--- src/rtl/fft_pkg.sv ---
// Shared constants and helpers for the FFT datapath stages.
// Twiddles are signed Q10 values held in 18-bit words.
package fft_pkg;
  localparam int N45     = 45;
  localparam int TW_W    = 18;
  localparam int TW_FRAC = 10;
  localparam int TW_RND  = 1 << (TW_FRAC - 1);

  typedef enum logic {
    S_IDLE = 1'b0,
    S_RUN  = 1'b1
  } rot_state_t;

  // Returns {above max, below min} for v against a signed dw-bit range
  function automatic logic [1:0] sat_flags(input logic signed [63:0] v, input int dw);
    logic signed [63:0] hi;
    logic signed [63:0] lo;
    hi = (64'sd1 <<< (dw - 1)) - 64'sd1;
    lo = -hi - 64'sd1;
    sat_flags = {v > hi, v < lo};
  endfunction
endpackage

--- src/rtl/cmult_q10.sv ---
// Two-stage signed complex multiply by a Q10 twiddle with round-half-up and saturation.
// Stage B registers the four partial products, stage C registers the rounded result.
module cmult_q10 import fft_pkg::*; #(
  parameter int DW = 16
) (
  input  logic                   clk,
  input  logic                   rst_n,
  input  logic signed [DW-1:0]   i_re,
  input  logic signed [DW-1:0]   i_im,
  input  logic signed [TW_W-1:0] i_twr,
  input  logic signed [TW_W-1:0] i_twi,
  output logic signed [DW-1:0]   o_re,
  output logic signed [DW-1:0]   o_im
);
  localparam int PW = DW + TW_W;
  localparam int SW = PW + 1;
  localparam logic signed [DW-1:0] MAXV = {1'b0, {(DW-1){1'b1}}};
  localparam logic signed [DW-1:0] MINV = {1'b1, {(DW-1){1'b0}}};

  logic signed [PW-1:0] r_p_rr, r_p_ii, r_p_ri, r_p_ir;
  logic signed [SW-1:0] w_pr_rnd, w_pi_rnd, w_pr_sh, w_pi_sh;
  logic [1:0] w_pr_flags, w_pi_flags;

  always_ff @(posedge clk or negedge rst_n) begin
    if (!rst_n) begin
      r_p_rr <= '0;
      r_p_ii <= '0;
      r_p_ri <= '0;
      r_p_ir <= '0;
    end else begin
      r_p_rr <= PW'(i_re) * PW'(i_twr);
      r_p_ii <= PW'(i_im) * PW'(i_twi);
      r_p_ri <= PW'(i_re) * PW'(i_twi);
      r_p_ir <= PW'(i_im) * PW'(i_twr);
    end
  end

  assign w_pr_rnd = SW'(r_p_rr) - SW'(r_p_ii) + SW'(TW_RND);
  assign w_pi_rnd = SW'(r_p_ri) + SW'(r_p_ir) + SW'(TW_RND);
  assign w_pr_sh  = w_pr_rnd >>> TW_FRAC;
  assign w_pi_sh  = w_pi_rnd >>> TW_FRAC;
  assign w_pr_flags = sat_flags(64'(w_pr_sh), DW);
  assign w_pi_flags = sat_flags(64'(w_pi_sh), DW);

  always_ff @(posedge clk or negedge rst_n) begin
    if (!rst_n) begin
      o_re <= '0;
      o_im <= '0;
    end else begin
      o_re <= w_pr_flags[1] ? MAXV : (w_pr_flags[0] ? MINV : w_pr_sh[DW-1:0]);
      o_im <= w_pi_flags[1] ? MAXV : (w_pi_flags[0] ? MINV : w_pi_sh[DW-1:0]);
    end
  end
endmodule

--- src/rtl/twiddle_rotator45.sv ---
// Streaming W45^(n*k) rotator: frame FSM, incremental ROM address, stage A alignment
// and the valid/last pipe around the two-stage complex multiplier.
module twiddle_rotator45 import fft_pkg::*; #(
  parameter int DW     = 16,
  parameter int TW_LAT = 0
) (
  input  logic                   clk,
  input  logic                   rst_n,
  input  logic                   start,
  input  logic [5:0]             k,
  output logic                   busy,
  input  logic                   in_valid,
  output logic                   in_ready,
  input  logic signed [DW-1:0]   in_re,
  input  logic signed [DW-1:0]   in_im,
  output logic [10:0]            tw_addr,
  input  logic signed [TW_W-1:0] tw_re,
  input  logic signed [TW_W-1:0] tw_im,
  output logic                   out_valid,
  output logic signed [DW-1:0]   out_re,
  output logic signed [DW-1:0]   out_im,
  output logic                   out_last
);
  localparam logic [5:0] N45_M  = 6'(N45);
  localparam logic [5:0] LAST_N = 6'(N45 - 1);

  rot_state_t r_state, w_state_next;
  logic [5:0] r_n, r_acc, r_kreg, w_acc_next;
  logic [6:0] w_acc_sum;
  logic w_accept, w_last_accept;
  logic [2:0] r_vld, r_lst;
  logic signed [DW-1:0] r_a_re, r_a_im;
  logic signed [TW_W-1:0] w_b_twr, w_b_twi;

  assign w_accept      = in_valid && in_ready;
  assign w_last_accept = w_accept && (r_n == LAST_N);

  always_ff @(posedge clk or negedge rst_n) begin
    if (!rst_n) r_state <= S_IDLE;
    else        r_state <= w_state_next;
  end

  always_comb begin
    w_state_next = r_state;
    case (r_state)
      S_IDLE:  if (start) w_state_next = S_RUN;
      S_RUN:   if (w_last_accept) w_state_next = S_IDLE;
      default: w_state_next = S_IDLE;
    endcase
  end

  always_comb begin
    busy     = (r_state == S_RUN);
    in_ready = (r_state == S_RUN);
  end

  // Both operands are below 45, so one conditional subtract keeps acc = n*k mod 45
  assign w_acc_sum = {1'b0, r_acc} + {1'b0, r_kreg};
  always_comb begin
    w_acc_next = w_acc_sum[5:0];
    if (w_acc_sum >= {1'b0, N45_M}) w_acc_next = 6'(w_acc_sum - {1'b0, N45_M});
  end

  always_ff @(posedge clk or negedge rst_n) begin
    if (!rst_n) begin
      r_n    <= '0;
      r_acc  <= '0;
      r_kreg <= '0;
    end else if (r_state == S_IDLE && start) begin
      r_n    <= '0;
      r_acc  <= '0;
      r_kreg <= (k >= N45_M) ? (k - N45_M) : k;
    end else if (w_accept) begin
      r_n   <= r_n + 6'd1;
      r_acc <= w_acc_next;
    end
  end

  assign tw_addr = {5'b0, r_acc};

  always_ff @(posedge clk or negedge rst_n) begin
    if (!rst_n) begin
      r_a_re <= '0;
      r_a_im <= '0;
    end else begin
      r_a_re <= in_re;
      r_a_im <= in_im;
    end
  end

  // A registered ROM already presents the twiddle in stage A; a combinational one is captured here
  generate
    if (TW_LAT == 0) begin : g_tw_capture
      logic signed [TW_W-1:0] r_a_twr, r_a_twi;
      always_ff @(posedge clk or negedge rst_n) begin
        if (!rst_n) begin
          r_a_twr <= '0;
          r_a_twi <= '0;
        end else begin
          r_a_twr <= tw_re;
          r_a_twi <= tw_im;
        end
      end
      assign w_b_twr = r_a_twr;
      assign w_b_twi = r_a_twi;
    end else begin : g_tw_direct
      assign w_b_twr = tw_re;
      assign w_b_twi = tw_im;
    end
  endgenerate

  always_ff @(posedge clk or negedge rst_n) begin
    if (!rst_n) begin
      r_vld <= '0;
      r_lst <= '0;
    end else begin
      r_vld <= {r_vld[1:0], w_accept};
      r_lst <= {r_lst[1:0], w_last_accept};
    end
  end

  cmult_q10 #(.DW(DW)) u_cmult (
    .clk   (clk),
    .rst_n (rst_n),
    .i_re  (r_a_re),
    .i_im  (r_a_im),
    .i_twr (w_b_twr),
    .i_twi (w_b_twi),
    .o_re  (out_re),
    .o_im  (out_im)
  );

  assign out_valid = r_vld[2];
  assign out_last  = r_lst[2];
endmodule

--- config.mk ---
export PLATFORM = sky130hd
export DESIGN_NAME = twiddle_rotator45
export DESIGN_NICKNAME = d
export VERILOG_FILES = /design/src/rtl/fft_pkg.sv /design/src/rtl/cmult_q10.sv /design/src/rtl/twiddle_rotator45.sv
export SDC_FILE = /design/constraint.sdc
export NUM_CORES = 2
export LEC_CHECK = 0
export ABC_CLOCK_PERIOD_IN_PS = 15200
export BUFFER_PORTS_ARGS = -buffer_cell sky130_fd_sc_hd__buf_2
export CORE_UTILIZATION = 55
export DETAILED_ROUTE_END_ITERATION = 12
export PLACE_DENSITY = 0.71
export SKIP_CTS_REPAIR_TIMING = 1
export SLEW_MARGIN = 20
export SYNTH_ARGS = -nofsm -noshare
export SYNTH_HDL_FRONTEND = slang
export SYNTH_SLANG_ARGS = --single-unit
--- constraint.sdc ---
create_clock -name clk -period 15.2 [get_ports clk]
set_input_delay 3.04 -clock clk [delete_from_list [all_inputs] [get_ports clk]]
set_output_delay 3.04 -clock clk [all_outputs]
set_load 0.1 [all_outputs]
==> results.tsv <==
metric	value	unit
DRC viols	0	
worst reg2reg setup slack	7360	ps
fillers	8405	
area of the multi-input gates	0.0418	mm²
ys async rst share	100	%
Main synth FF type	dfrtp_1	
worst r2r path cells	24	
worst r2r src	g_tw_capture.r_a_twr[3]	
max-slew violations	0	
EDFF count, synth	0	
worst-skew pair later-pin latency	610	ps
kind of critical path	reg2reg	
Critical Path Start Type	register	
clock sink count	261	
Die Area	0.100	mm²
crit-path cells	nand2_1, fa_1, inv_1, fa_1, inv_1, fa_1, inv_1, fa_1, fa_1, inv_1, fa_1, inv_1, ha_1, a21o_1, a21o_1, a21oi_1, inv_1, o311ai_0, a311oi_1, o31ai_1, nor2_1, o31a_1, nor2_1, xnor2_1	
status	finished clean	
Clock Skews	34.0	ps
Synth top area share	42.8	%
RSZ-0062 raised after global routing	false	
Slew @ Worst Pin	1120	ps
RD Place Congestion	0.857	
Die W	316	µm
Syn Area/Cell	9.52	µm²
DPL Wire Length	90100	µm
synthesis-to-layout area growth	5.61	%
post-synth top area cell	fa_1	
largest net degree at the start of global routing	72	
post-layout min period	7840	ps
global-route wire length before repair	202000	µm
core outline area	0.0973	mm²
HP Class	reg2reg	
CTS root buf	clkbuf_16	
Crit. End Element	register	
Slew headroom	25.2	%
CP required	15710	ps
Yosys cell types	80	
clock buffer count from CTS	37	
Final setup viols	0	
sequential share of the synthesized area	12.0	%
CTS tree	yes	
post-place setup slack	7500	ps
Worst-path clk slew	60	ps
fmax	128	MHz
initial detailed-routing violation count	2168	
top-level I/O count	125	
H-tree Lvls	2	
Final WS setup	7360	ps
clk buf depth	3	
Pre-antenna DRT Iters	5	
row count	114	
number of global-route vias before repair	39600	
#FFs+latches synth	261	
Max Cap Viol	0	
routed len/inst	16.8	µm
CP max stage cell	dfrtp_1	
Final Net Count	7424	
GR Overflow Total	0	
Synth Warn #	0	
Synth Instances	5707	
Vias	37100	
Initial Util	55.9	%
CP startpoint	g_tw_capture.r_a_twr[3]	
setup_tns	0	ps
dpl cell area	0.0561	mm²
final non-filler cell area	0.0574	mm²
share of layout cells above drive strength 1	4.82	%
post-synthesis instance area	0.0543	mm²
Die H	316	µm
post-route ant nets	0	
global-route usage over all layers	25.5	%
Worst path max stage delay	1080	ps
Worst Path Arrival	8350	ps
Reg-to-Reg End	u_cmult.r_p_rr[31]	
Total Routed Length	118000	µm
Via density	5.30	
register area	0.00654	mm²
initial antenna violation count	5	
Crit Path Max Fanout	32	
largest cells by area after synthesis	fa_1, dfrtp_1, ha_1	
crit path capture	u_cmult.r_p_rr[31]	
endpoints failing hold	0	
input/output buffers	119	
Final Cycle Share	51.6	%
area by class of cell:
cell class                      instances  share of cell area [%]
Clock buffer                           49                    1.82
Sequential cell                       261                    11.4
Multi-Input combinational cell       3859                    72.9
Antenna cell                            2                 0.00872
Inverter                             1351                    8.84
Clock inverter                         17                   0.334
Tap cell                             1276                    2.78
Timing Repair Buffer                  189                    1.97
cells in the mapped netlist (8+ instances only):
master / number
and3_1: 18
nand4_1: 16
o21bai_1: 19
a21oi_1: 140
a21boi_0: 8
a211oi_1: 14
a21o_1: 82
clkbuf_1: 222
nand2_1: 641
and2_1: 551
nor2b_1: 15
ha_1: 486
dfrtp_1: 261
inv_1: 1350
a31oi_1: 16
buf_1: 8
o21a_1: 24
o21ai_0: 66
xor2_1: 45
o31ai_1: 8
nor3_1: 32
xnor2_1: 157
nand2b_1: 35
fa_1: 1161
nor2_1: 169
or3_1: 10
nand3_1: 37
state kept, by name (all words and copies together) (netlist names), 16 cells and up:
register              count
g_tw_capture.r_a_twi     18
g_tw_capture.r_a_twr     18
r_a_im                   16
r_a_re                   16
u_cmult.o_im             16
u_cmult.o_re             16
u_cmult.r_p_ii           34
u_cmult.r_p_ir           34
u_cmult.r_p_ri           34
u_cmult.r_p_rr           34
per-stage QoR:
stage               std cells  hold slack [ps]  utilization, %
finish                   7004              349            59.0
global route             7003              359            59.0
CTS                      7002              352            59.0
detailed placement       6936              339            57.7
global placement         6936              332            57.7
floorplan                5711              331               -
worst max-delay path, delay by kind of cell, from the launching register on:
| family | cells | cell delay, ps |
|---|---|---|
| DFF | 1 | 1080 |
| buffers and inverters | 6 | 400 |
| AOI/OAI and AO/OA | 7 | 2660 |
| xor gates and xnor gates | 1 | 120 |
| adders and majority gates | 7 | 3000 |
| and+or+nand+nor | 3 | 450 |
cells in the final DEF, fill, tap and decap left out, types with 5 or more instances in the layout:
master / synthesis / routed
inv_1: 1350 / 1350
or3_1: 10 / 10
or2_2: 7 / 7
dfrtp_1: 261 / 258
buf_4: 7 / 70
a31oi_1: 16 / 16
and4_1: 5 / 5
o21a_1: 24 / 24
buf_2: 2 / 118
xor2_1: 45 / 45
nand2b_1: 35 / 35
a21boi_0: 8 / 8
nand3_1: 37 / 37
clkbuf_8: 0 / 5
nor2_1: 169 / 169
clkbuf_1: 222 / 6
nor4_1: 5 / 5
clkinvlp_4: 0 / 6
o21ai_0: 66 / 66
a21o_1: 82 / 82
nand4_1: 16 / 16
o211ai_1: 6 / 6
nor3_1: 32 / 32
a211oi_1: 14 / 14
a21oi_1: 140 / 140
nand2_1: 641 / 641
o31ai_1: 8 / 8
xnor2_1: 157 / 157
and3_1: 18 / 18
fa_1: 1161 / 1161
conb_1: 1 / 5
o21bai_1: 19 / 19
and2_1: 551 / 551
clkbuf_16: 0 / 38
nor2b_1: 15 / 15
ha_1: 486 / 486
worst min path at each step:
stage / start / endpoint / slack, ps / cells past startpoint
4_1_cts: r_lst[1] / r_lst[2] / 350 / 0
3_3_place_gp: r_vld[0] / r_vld[1] / 330 / 0
5_1_grt: r_lst[1] / r_lst[2] / 360 / 0
2_1_floorplan: r_lst[0] / r_lst[1] / 330 / 0
3_5_place_dp: r_lst[1] / r_lst[2] / 340 / 0
6_report: r_lst[1] / r_lst[2] / 350 / 0
per-layer routing:
metal	track usage [%]	share of wire (%)
met4	9.34	4.0
met2	41.8	48
met1	34.9	42
met3	3.08	5.6
met5	0	0.031
cells by family after synthesis:
group / count (synthesis) / share of synthesized area [%]
adders and majority gates: 1647 / 54.0
buffers and inverters: 1591 / 11.1
and+or+nand+nor: 1551 / 14.0
AOI/OAI and AO/OA: 450 / 5.58
DFF: 261 / 12.0
xor gates and xnor gates: 202 / 3.26
muxes: 4 / 0.0760
other: 1 / 0.00690
Power is left out: the tool's default activity adds up to more than one toggle a clock period on the data nets, which glitch-free logic cannot reach.
